### config.mk
export PLATFORM = sky130hd
export DESIGN_NAME = led_frame_stream_loader
export DESIGN_NICKNAME = d
export VERILOG_FILES = /design/src/rtl/led_frame_stream_loader.sv
export SDC_FILE = /design/constraint.sdc
export NUM_CORES = 1
export LEC_CHECK = 0
export CELL_PAD_IN_SITES_DETAIL_PLACEMENT = 1
export CELL_PAD_IN_SITES_GLOBAL_PLACEMENT = 1
export CORE_ASPECT_RATIO = 0.9
export CORE_MARGIN = 2
export CORE_UTILIZATION = 40
export CTS_BUF_LIST = sky130_fd_sc_hd__clkbuf_8
export DETAILED_ROUTE_END_ITERATION = 7
export GPL_TIMING_DRIVEN = 0
export PLACE_DENSITY_LB_ADDON = 0.1
export SYNTH_ARGS = -nofsm -noshare
export SYNTH_HDL_FRONTEND = slang
export SYNTH_SLANG_ARGS = --single-unit
### constraint.sdc
create_clock -name clk -period 2.8 [get_ports clk]
set_input_delay 0.42 -clock clk [delete_from_list [all_inputs] [get_ports clk]]
set_output_delay 0.42 -clock clk [all_outputs]
set_load 0.05 [all_outputs]
### src/rtl/led_frame_stream_loader.sv
// Streamed frame loader: hunts for a sync byte, loads 64 payload bytes plus an XOR
// checksum into the back bank of a ping-pong buffer, and swaps banks on request.
module led_frame_stream_loader #(
    parameter int          FRAME_BYTES    = 64,
    parameter int          ADDR_W         = 6,
    parameter logic [7:0]  SYNC_BYTE      = 8'hA5,
    parameter logic [23:0] TIMEOUT_CYCLES = 24'd500000
) (
    input  logic              clk,
    input  logic              rst_n,
    input  logic [7:0]        in_data,
    input  logic              in_valid,
    output logic              in_ready,
    input  logic              swap_req,
    input  logic              flush,
    input  logic [ADDR_W-1:0] rd_addr,
    output logic [7:0]        rd_data,
    output logic              frame_valid,
    output logic              pending,
    output logic              err_checksum,
    output logic              err_timeout,
    output logic [15:0]       frames_loaded
);

    typedef enum logic [1:0] {
        HUNT = 2'd0,
        LOAD = 2'd1,
        CSUM = 2'd2
    } state_t;

    localparam logic [ADDR_W-1:0] LAST_ADDR    = ADDR_W'(FRAME_BYTES - 1);
    localparam logic [23:0]       TIMEOUT_LAST = TIMEOUT_CYCLES - 24'd1;

    state_t            state;
    state_t            next_state;
    logic              front_sel;
    logic [ADDR_W-1:0] byte_cnt;
    logic [7:0]        csum;
    logic [23:0]       timeout_cnt;

    logic [7:0] bank0 [FRAME_BYTES];
    logic [7:0] bank1 [FRAME_BYTES];

    logic accept;
    logic sync_hit;
    logic load_wr;
    logic csum_take;
    logic csum_ok;
    logic csum_bad;
    logic timeout_hit;
    logic swap_fire;

    // While a verified frame waits, hunting stalls so it can never be overwritten.
    always_comb begin
        in_ready = 1'b0;
        if (rst_n) begin
            case (state)
                HUNT:    in_ready = ~pending;
                LOAD:    in_ready = 1'b1;
                CSUM:    in_ready = 1'b1;
                default: in_ready = 1'b0;
            endcase
        end
    end

    assign accept    = in_valid && in_ready && !flush;
    assign swap_fire = swap_req && pending && !flush;

    always_ff @(posedge clk) begin
        if (!rst_n) begin
            state <= HUNT;
        end else begin
            state <= next_state;
        end
    end

    always_comb begin
        next_state  = state;
        sync_hit    = 1'b0;
        load_wr     = 1'b0;
        csum_take   = 1'b0;
        csum_ok     = 1'b0;
        csum_bad    = 1'b0;
        timeout_hit = 1'b0;
        if (flush) begin
            next_state = HUNT;
        end else begin
            case (state)
                HUNT: begin
                    if (accept && in_data == SYNC_BYTE) begin
                        sync_hit   = 1'b1;
                        next_state = LOAD;
                    end
                end
                LOAD: begin
                    if (accept) begin
                        load_wr = 1'b1;
                        if (byte_cnt == LAST_ADDR) begin
                            next_state = CSUM;
                        end
                    end else if (timeout_cnt == TIMEOUT_LAST) begin
                        timeout_hit = 1'b1;
                        next_state  = HUNT;
                    end
                end
                CSUM: begin
                    if (accept) begin
                        csum_take  = 1'b1;
                        next_state = HUNT;
                        if (in_data == csum) begin
                            csum_ok = 1'b1;
                        end else begin
                            csum_bad = 1'b1;
                        end
                    end else if (timeout_cnt == TIMEOUT_LAST) begin
                        timeout_hit = 1'b1;
                        next_state  = HUNT;
                    end
                end
                default: next_state = HUNT;
            endcase
        end
    end

    // Load-path bookkeeping; flush clears it but never touches the displayed side.
    always_ff @(posedge clk) begin
        if (!rst_n) begin
            byte_cnt     <= '0;
            csum         <= 8'h00;
            timeout_cnt  <= 24'd0;
            err_checksum <= 1'b0;
            err_timeout  <= 1'b0;
        end else begin
            err_checksum <= csum_bad;
            err_timeout  <= timeout_hit;
            if (flush || sync_hit) begin
                byte_cnt    <= '0;
                csum        <= 8'h00;
                timeout_cnt <= 24'd0;
            end else if (load_wr) begin
                byte_cnt    <= byte_cnt + 1'b1;
                csum        <= csum ^ in_data;
                timeout_cnt <= 24'd0;
            end else if (csum_take || timeout_hit) begin
                timeout_cnt <= 24'd0;
            end else if (state != HUNT) begin
                timeout_cnt <= timeout_cnt + 24'd1;
            end
        end
    end

    // A checksum pass and a swap can never coincide: pending is 0 throughout a load.
    always_ff @(posedge clk) begin
        if (!rst_n) begin
            pending       <= 1'b0;
            front_sel     <= 1'b0;
            frame_valid   <= 1'b0;
            frames_loaded <= 16'd0;
        end else begin
            if (flush) begin
                pending <= 1'b0;
            end else if (csum_ok) begin
                pending <= 1'b1;
            end else if (swap_fire) begin
                pending <= 1'b0;
            end
            if (swap_fire) begin
                front_sel     <= ~front_sel;
                frame_valid   <= 1'b1;
                frames_loaded <= frames_loaded + 16'd1;
            end
        end
    end

    always_ff @(posedge clk) begin
        if (load_wr) begin
            if (front_sel) begin
                bank0[byte_cnt] <= in_data;
            end else begin
                bank1[byte_cnt] <= in_data;
            end
        end
    end

    // Uses the pre-swap select, so a read issued in the swap cycle sees the old bank.
    always_ff @(posedge clk) begin
        if (!rst_n) begin
            rd_data <= 8'h00;
        end else if (!frame_valid) begin
            rd_data <= 8'h00;
        end else if (front_sel) begin
            rd_data <= bank1[rd_addr];
        end else begin
            rd_data <= bank0[rd_addr];
        end
    end

endmodule

Yosys cells after proc, flatten, opt, wreduce, memory -nomap -nowiden

Memories as Yosys holds them, arrays and structs flattened.
Cells that the tools add are included.

Add/subtract/negate cells: 3
$mul: 0
Div/mod/pow operators: 0
Magnitude comparators: 0
Equal/unequal tests: 8
Shift operators: 0
Muxes and demuxes: 34
Bitwise gates (word level): 6
Reduce and logical (&&, ||, !) cells: 18

Operator list:

| operator              | count |
|---|---|
| $mux 1                | 26 |
| $add 24x1->24 const B | 1 |
| $eq 24x19->1 const B  | 1 |
| $add 16x1->16 const B | 1 |
| $mux 2                | 5 |
| $eq 8x8->1            | 1 |
| $eq 8x8->1 const B    | 1 |
| $mux 8                | 1 |
| $reduce_or 4->1       | 2 |
| $xor 8x8->8           | 1 |
| $add 6x1->6 const B   | 1 |
| $eq 6x6->1 const B    | 1 |
| $pmux 2 s3            | 1 |
| $reduce_or 2->1       | 3 |
| $logic_and 1x1->1     | 5 |
| $not 1->1             | 5 |
| $reduce_and 2->1      | 2 |
| $reduce_bool 2->1     | 2 |
| $ne 3x3->1 const B    | 1 |
| $eq 2x1->1 const B    | 1 |
| $eq 2x2->1 const B    | 1 |
| $logic_not 2->1       | 1 |
| $logic_or 1x1->1      | 2 |
| $ne 2x2->1 const B    | 1 |
| 2 further kinds       | 2 |

Bits in registers: 69
Latch bits: 0
Memory bits (writable): 1024
Bits in read-only memories: 0
Output and inout bits: 29
Word-level logic and storage cells: 82
Memories kept: 2

Memories:

| name  | words | bits a word | read ports | clocked after memory_dff | write ports | RTL line | RTL |
|---|---|---|---|---|---|---|---|
| bank0 | 64    | 8           | 1          | 0                        | 1           | 41       | `logic [7:0] bank0 [FRAME_BYTES];` |
| bank1 | 64    | 8           | 1          | 0                        | 1           | 42       | `logic [7:0] bank1 [FRAME_BYTES];` |

Logic depth before layout (Yosys ltp)

Gate-level depths: netlist (run 1).

Word-level depth: 12
Mapped depth: 10
Gate-level depth less buffers: 8

Worst setup path before layout (run 1)

OpenSTA, ideal clock, no wires.

Path type: register to register
Start: register state[0]
End: memory bank1[31][0], enable pin
Setup time: 0.395 ns
Arrival time: 2.282 ns
Setup slack: 0.123 ns
Stages on the path, launching flop included: 8
Path buffers: 1
Path through: dfxtp_1 inv_1 ha_1 inv_1 a211oi_4 nand2_2 buf_6 nor4_1

Word-level cells in the longest chain between the ends: 11
Elaborated cells between the ends (all ways): 13

RTL lines:

| item                                     | RTL line | RTL |
|---|---|---|
| start, declared                          | 34       | `state_t state;` |
| start signal, assigned                   | 73       | `state <= next_state;` |
| $eq 2x2->1 or $eq 2x1->1 (tied branches) | 57, 88   |  |
| $reduce_or 2->1 (no source line)         | -        |  |
| $pmux 1 s2                               | 57       | `case (state)` |
| $mux 1                                   | 56       | `if (rst_n) begin` |
| $logic_and 1x1->1 (2 in series)          | 66       | `assign accept = in_valid && in_ready && !flush;` |
| $mux 1                                   | 96       | `if (accept) begin` |
| $mux 1 *                                 | 88       | `case (state)` |
| $mux 1 *                                 | 85       | `if (flush) begin` |
| $mux 1 *                                 | 176      | `if (load_wr) begin` |
| $mux 1 (implied by the code) *           | 180      | `bank1[byte_cnt] <= in_data;` |
| end, declared                            | 42       |  |

Every way passes the cells marked *; elsewhere a longest branch is shown, timed or not.

Worst setup path after layout (run 1)

Start: input port rd_addr[2]
End: register rd_data[0]

Word-level cells in the longest chain between the ends: 2
Elaborated cells between the ends (all ways): 3

RTL lines:

| item                            | RTL line | RTL |
|---|---|---|
| start, declared                 | 16       | `input logic [ADDR_W-1:0] rd_addr,` |
| $mem_v2 64x8 (on tied branches) | -        |  |
| $mux 8 *                        | 191      | `end else if (front_sel) begin` |
| end signal, assigned            | 192      | `rd_data <= bank1[rd_addr];` |
| end signal, assigned            | 194      | `rd_data <= bank0[rd_addr];` |
| end, declared                   | 17       | `output logic [7:0] rd_data,` |

Marks and branches as above.
A chain may end at the register's enable or synchronous reset.

==> summary.txt, run 1 <==
status = complete, but fails checks
failing checks = setup timing
CTS sink cnt = 1093
Hold/Removal Path Class = in2reg
Clock Tree Buf Depth = 3
num ports = 48
Final GP Congestion = 0.834
# DRC = 0
Vias = 24600
ys async rst share = 0%
Setup CP Type = in2reg
initial antenna violation count = 6
Setup Skew = 0.0351 ns
HPWL reported at the end of detailed placement = 85.1 mm
crit path DAT = 3.61 ns
final worst path period need = 2.86 ns
Die Span Y = 317 um
vias per inst = 5.50
non-filler cells in the finished layout = 4472
Worst Setup Start Kind = input pin
Worst path slowest cell = clkdlybuf4s50_1
Initial DRT Pass Iterations = 5
final core area utilization = 48.2%
Ys Warns = 0
hold_sp = in_data[6]
Setup TNS = -0.0911 ns
Area Overhead vs Synth = 19.3%
Reg2Reg Setup Slack = 0.05 ns
first-pass GRT wire length = 186 mm
Mapped Area = 0.0434 sq mm
Core ar. = 0.108 sq mm
Worst Setup SP = rd_addr[2]
setup slack after placement = -2.03 ns
Main synth FF type = edfxtp_1
Cell variety after synth = 68
Worst-Skew Late Latency = 0.86 ns
Routed WL per cell = 28.6 um
critical-path cell list = clkdlybuf4s50_1 -> buf_2 -> nor2b_4 -> clkbuf_2 -> nand3_1 -> a41oi_2 -> a2111oi_2 -> nand3_1
Finish-stage setup viols = 3
worst hold slack = 0.136 ns
CP most frequent cell = nand3_1
die area = 0.111 sq mm
Max-slew headroom = 15.3%
post-synth top area share = 70.8%
max-slew violation count = 0
Synth area leader = edfxtp_1
LEAKAGE = 17.2 nW
CTS buffer count = 180
Fin. Hold Viols = 0
Filler cells = 10300
worst hold endpoint = bank0[4][6]$_DFFE_PP_
vias in the first global route = 26300
sequential area share after synthesis = 74.0%
TritonCTS clock tree = built
# H-tree levels = 4
num rows = 114
max cap viols = 0
FF-to-FF path depth = 10
gr usage total = 23.4%
Buf/Inv on CP = 3
Worst R2R Start = state[0]$_SDFFE_PP0P_
CP max FO = 10
CTS clk-pin slew, worst paths = 0.06 ns
Worst Tran Pin Value = 1.27 ns
CP top delay family = buffers and inverters
reg-to-reg endpoint = bank1[39][2]$_DFFE_PP_
max incr delay on CP = 0.82 ns
Overall Power = 32.3 mW
final instance area = 0.0518 sq mm
syn nets = 2567
Final nets = 2889
Inst Count DP = 4043
# port buffers = 43
element type at the critical path end = register
WHS Path Cells = 1
first-iteration detailed-routing DRC count = 1951
top area cells in the synthesized netlist = edfxtp_1 (71%), mux2i_1 (7.4%), mux4_2 (3.3%)
largest net degree at the start of global routing = 91
final worst slack = -0.0641 ns
DIE WIDTH = 351 um
Post-Route WL = 128 mm
Post-Synthesis Cells = 2541
Pwr Density = 623 mW/mm^2
flop and latch count out of synthesis = 1093
Fmax = 349 MHz
Tcrit/Tclk final = 102%
syn avg cell area = 17.1 sq um
Starting Density = 40.4%
layout cells sized above 1 = 24.9%
Post-synth EDFFs = 1024
WP data required = 3.55 ns
dpl cell area = 0.0459 sq mm
global route overflow = 0
Max VDD drop = 0.000389 V
post-route ant nets = 0
clock root cell = clkbuf_8
==> worst max-delay path by stage <==
stage / to / slack [ns] / cells after the start
after CTS: rd_data[1]$_SDFF_PN0_ / -0.02 / 6
final: rd_data[0]$_SDFF_PN0_ / -0.06 / 8
after floorplan: bank1[31][0]$_DFFE_PP_ / 0.12 / 7
after global placement: timeout_cnt[7]$_SDFFE_PP0P_ / -3.85 / 7
after detailed placement: rd_data[7]$_SDFF_PN0_ / -2.03 / 9
after global routing: bank1[31][1]$_DFFE_PP_ / -0.03 / 5
==> cells by family (layout without fill, tap and decap cells) <==
| kind of cell | after synthesis | after routing | synth area share [%] |
|---|---|---|---|
| compound gates | 336 | 336 | 5.69 |
| other cells | 0 | 10 | 0 |
| xor+xnor | 55 | 55 | 1.11 |
| fa+ha+maj | 7 | 7 | 0.202 |
| mux | 430 | 430 | 11.9 |
| flops | 1093 | 1093 | 74.0 |
| buf+inv | 161 | 632 | 1.91 |
| simple gates | 459 | 459 | 5.23 |
==> what timing repair did <==
| item | in CTS | in global routing |
|---|---|---|
| hold buffers | 5 | 0 |
| buffers inserted | 78 | 20 |
| hold endpoints to repair | 130 | 0 |
| endpoints found under the setup margin | 1025 | 508 |
| pin swaps | 60 | 18 |
| resized for setup | 310 | 27 |
==> flip-flops by register name, summed over array words and instances (netlist names) <==
register       flops
err_checksum       1
err_timeout        1
bank1            512
frames_loaded     16
timeout_cnt       24
pending            1
state              2
bank0            512
byte_cnt           6
frame_valid        1
rd_data            8
front_sel          1
csum               8
==> layout make-up <==
cell class | instances | area (sq um) | area share, %
tap | 1450 | 1810 | 3.50
multi-input combinational | 1287 | 11700 | 22.5
clock inverter | 141 | 662 | 1.28
inverter | 4 | 15.0 | 0.0290
sequential | 1093 | 32100 | 62.0
antenna | 10 | 25.0 | 0.0483
buffer | 142 | 798 | 1.54
clock buffer | 190 | 2620 | 5.05
timing repair buffer | 155 | 2100 | 4.05
==> layer usage <==
metal	vias to the layer above	share of wire (%)	track usage, %
li1	10800	-	-
met1	12900	45	32.5
met2	719	48	38.0
met3	183	5.7	4.46
met4	2	1.9	5.79
met5	-	0.010	0
==> placed cells by master (no fill, tap or decap), types with 10 or more instances in the layout <==
cell | netlist | layout
nand2_1 | 51 | 49
clkinv_2 | 0 | 19
dfxtp_1 | 69 | 67
clkinv_1 | 0 | 34
mux4_2 | 64 | 64
buf_6 | 7 | 18
diode_2 | 0 | 10
mux2_2 | 46 | 46
clkbuf_1 | 43 | 27
nor2_1 | 187 | 60
a22o_1 | 31 | 31
buf_4 | 19 | 68
clkdlybuf4s50_1 | 0 | 33
a21oi_1 | 30 | 30
xor2_1 | 33 | 33
nor2_2 | 2 | 13
nor2b_1 | 30 | 29
o21ai_0 | 35 | 35
nand4_1 | 14 | 14
nor2_4 | 0 | 116
a211oi_1 | 47 | 47
a22oi_1 | 129 | 129
xnor2_1 | 22 | 22
inv_1 | 4 | 79
nor3_1 | 13 | 11
and2_1 | 18 | 18
mux2i_1 | 320 | 320
buf_2 | 81 | 70
edfxtp_1 | 1024 | 1024
buf_12 | 0 | 52
nand3_1 | 67 | 65
clkbuf_8 | 0 | 190
==> report_power, final <==
part	leakage, nW	internal (mW)	switching [mW]
Combinational	5.50	0.472	1.06
Clock	1.96	6.47	6.43
Sequential	9.76	17.8	0.00000903
==> cells in the mapped netlist, drive strengths merged (9+ instances only) <==
library cell	n
xnor2	22
nor2b	30
xor2	33
a21oi	30
mux2i	320
a22o	31
nand2b	10
or3	15
edfxtp	1024
nand2	52
dfxtp	69
and2	19
clkbuf	44
o22ai	9
mux4	64
nand3	67
nand4	14
buf	113
a211oi	48
and3	9
mux2	46
a22oi	129
nor3	13
o21ai	35
nor2	189
Power figures use the tool's default switching activity.
==> run 2: changes to the inputs <==
--- a/config.mk
+++ b/config.mk
@@ -5,6 +5,7 @@
 export SDC_FILE = /design/constraint.sdc
 export NUM_CORES = 1
 export LEC_CHECK = 0
+export ABC_AREA = 0
 export CELL_PAD_IN_SITES_DETAIL_PLACEMENT = 1
 export CELL_PAD_IN_SITES_GLOBAL_PLACEMENT = 1
 export CORE_ASPECT_RATIO = 0.9
==> results of run 2 <==
No change in the layout: final DEF, timing and power equal those of run 1.
==> patch, RTL diff (config.mk and constraints of run 2) <==
Register the input `swap_req` before use, cleared by the reset. The logic sees it one clock later. The other inputs are not delayed to match.
--- a/src/rtl/led_frame_stream_loader.sv
+++ b/src/rtl/led_frame_stream_loader.sv
@@ -31,6 +31,16 @@
     localparam logic [ADDR_W-1:0] LAST_ADDR    = ADDR_W'(FRAME_BYTES - 1);
     localparam logic [23:0]       TIMEOUT_LAST = TIMEOUT_CYCLES - 24'd1;
 
+    logic swap_req_q;
+
+    always_ff @(posedge clk) begin
+        if (!rst_n) begin
+            swap_req_q <= '0;
+        end else begin
+            swap_req_q <= swap_req;
+        end
+    end
+
     state_t            state;
     state_t            next_state;
     logic              front_sel;
@@ -64,7 +74,7 @@
     end
 
     assign accept    = in_valid && in_ready && !flush;
-    assign swap_fire = swap_req && pending && !flush;
+    assign swap_fire = swap_req_q && pending && !flush;
 
     always_ff @(posedge clk) begin
         if (!rst_n) begin
Check against the original RTL: no difference found for any inputs over 4 cycles, from zero or initial values and one cycle with rst_n low; that may be too few to reach the edited logic, so the function may still have changed.
==> patch against run 2 <==
- the flow still finishes with violations (negative setup slack)
- global-route usage fell by 0.21 points
- area after synthesis grew 0.19%
- core utilization shrank 0.18 points
- sequential cell count increased by 1
- routed wire length down 0.55%
- count of clock-buffer cells in the layout rose by 1
- cell area decreased by 0.24%
- power grew 0.98%
- setup slack got worse by 0.041 ns
- via count is 0.50% lower
- final cell count fell by 0.47%
- critical endpoint is now rd_data[3]
==> patch: results (changes against run 2) <==
Yosys
  • Cell variety after synth: 67 (-1.5%)
  • Synth Area in XOR/XNOR: 1.13% (+0.018 points)
  • Compound-gate portion of the synthesized area: 5.66% (-0.039 points)
  • Avg Inst Size Synth: 17.1 sq um (+0.11%)
  • Multiplexer share of the synthesized area: 11.9% (-0.022 points)
  • Register area share after synthesis: 73.9% (-0.092 points)

Min path
  • Hold endpoint: bank0[45][5]

Drt
  • WL per Instance: 28.6 um (about the same)
  • Initial DRC count: 2052 (+5.2%)

Placement
  • IO Port Bufs: 44 (+2.3%)
  • GPL Wtd Cong: 0.865 (+3.7%)
  • Placed Cells: 4048 (+0.12%)
  • Place WS: -1.98 ns (+0.0454 ns)

Global route
  • Vias in the first global route: 26000 (-1.0%)
  • GRT Util Overall: 23.2% (-0.21 points)
  • Largest net degree at the start of global routing: 92 (+1.1%)

STA
  • Fin Clk Skew: 0.0377 ns (+0.00257 ns)
  • PnR worst setup slack: -0.105 ns (-0.0410 ns)
  • Setup TNS: -0.105 ns (-0.0140 ns)
  • Endpoints failing setup: 1 (-2)
  • Worst relative slew slack: 15.9% (+0.66 points)

Run status
  • Status: finished with violations
  • Failing checks: negative setup slack

Critical path
  • Reg2reg start: frame_valid
  • FF-to-FF setup slack: 0.03 ns (-0.02 ns)
  • R2R depth: 7 (-3)

Power
  • Reg power frac: 54.8% (-0.5 points)
  • Leakage: 0.0171 uW (-0.87%)
  • Int Pwr: 25000 uW (+1.0%)
  • Power Density: 630 nW/um^2 (+1.2%)

Finish
  • Layout filler cell count: 10200 (-0.58%)
  • Final #Nets: 2878 (-0.38%)
  • Non-Filler Instances: 4451 (-0.47%)

Clock tree
  • Setup repair bufs after CTS: 62 (-21%)
  • CTS Buf Count: 184 (+2.2%)
  • Cts-stage hold buffer count: 6 (+1)
  • Post-cts sizing count: 320 (+3.2%)
## patch: cell types whose count changed in the layout (fill, tap and decap cells not counted), moves of 4 or more
cell / run 2 / this run
buf_4: 68 / 64
nor2_2: 13 / 27
inv_1: 79 / 57
buf_2: 70 / 66
diode_2: 10 / 5
clkinv_1: 34 / 55
nor2_1: 60 / 43
buf_12: 52 / 42
clkbuf_1: 27 / 23
## patch: cell type report
class / count / area [sq um] / area share [%]
antenna: 5 / 12.5 / 0.0242
inverter: 5 / 18.8 / 0.0363
clock inverter: 139 / 724 / 1.40
multi-input combinational: 1287 / 11700 / 22.6
buffer: 142 / 820 / 1.59
tap: 1450 / 1810 / 3.51
clock buffer: 191 / 2630 / 5.08
sequential: 1094 / 32200 / 62.2
timing repair buffer: 138 / 1850 / 3.58
## patch: layer usage
layer / part of all wire (%) / vias up / global-route usage, %
met5: 0 / - / 0
met2: 47 / 755 / 36.8
met1: 45 / 12800 / 32.7
met3: 5.3 / 186 / 4.22
li1: - / 10700 / -
met4: 2.6 / 0 / 6.88
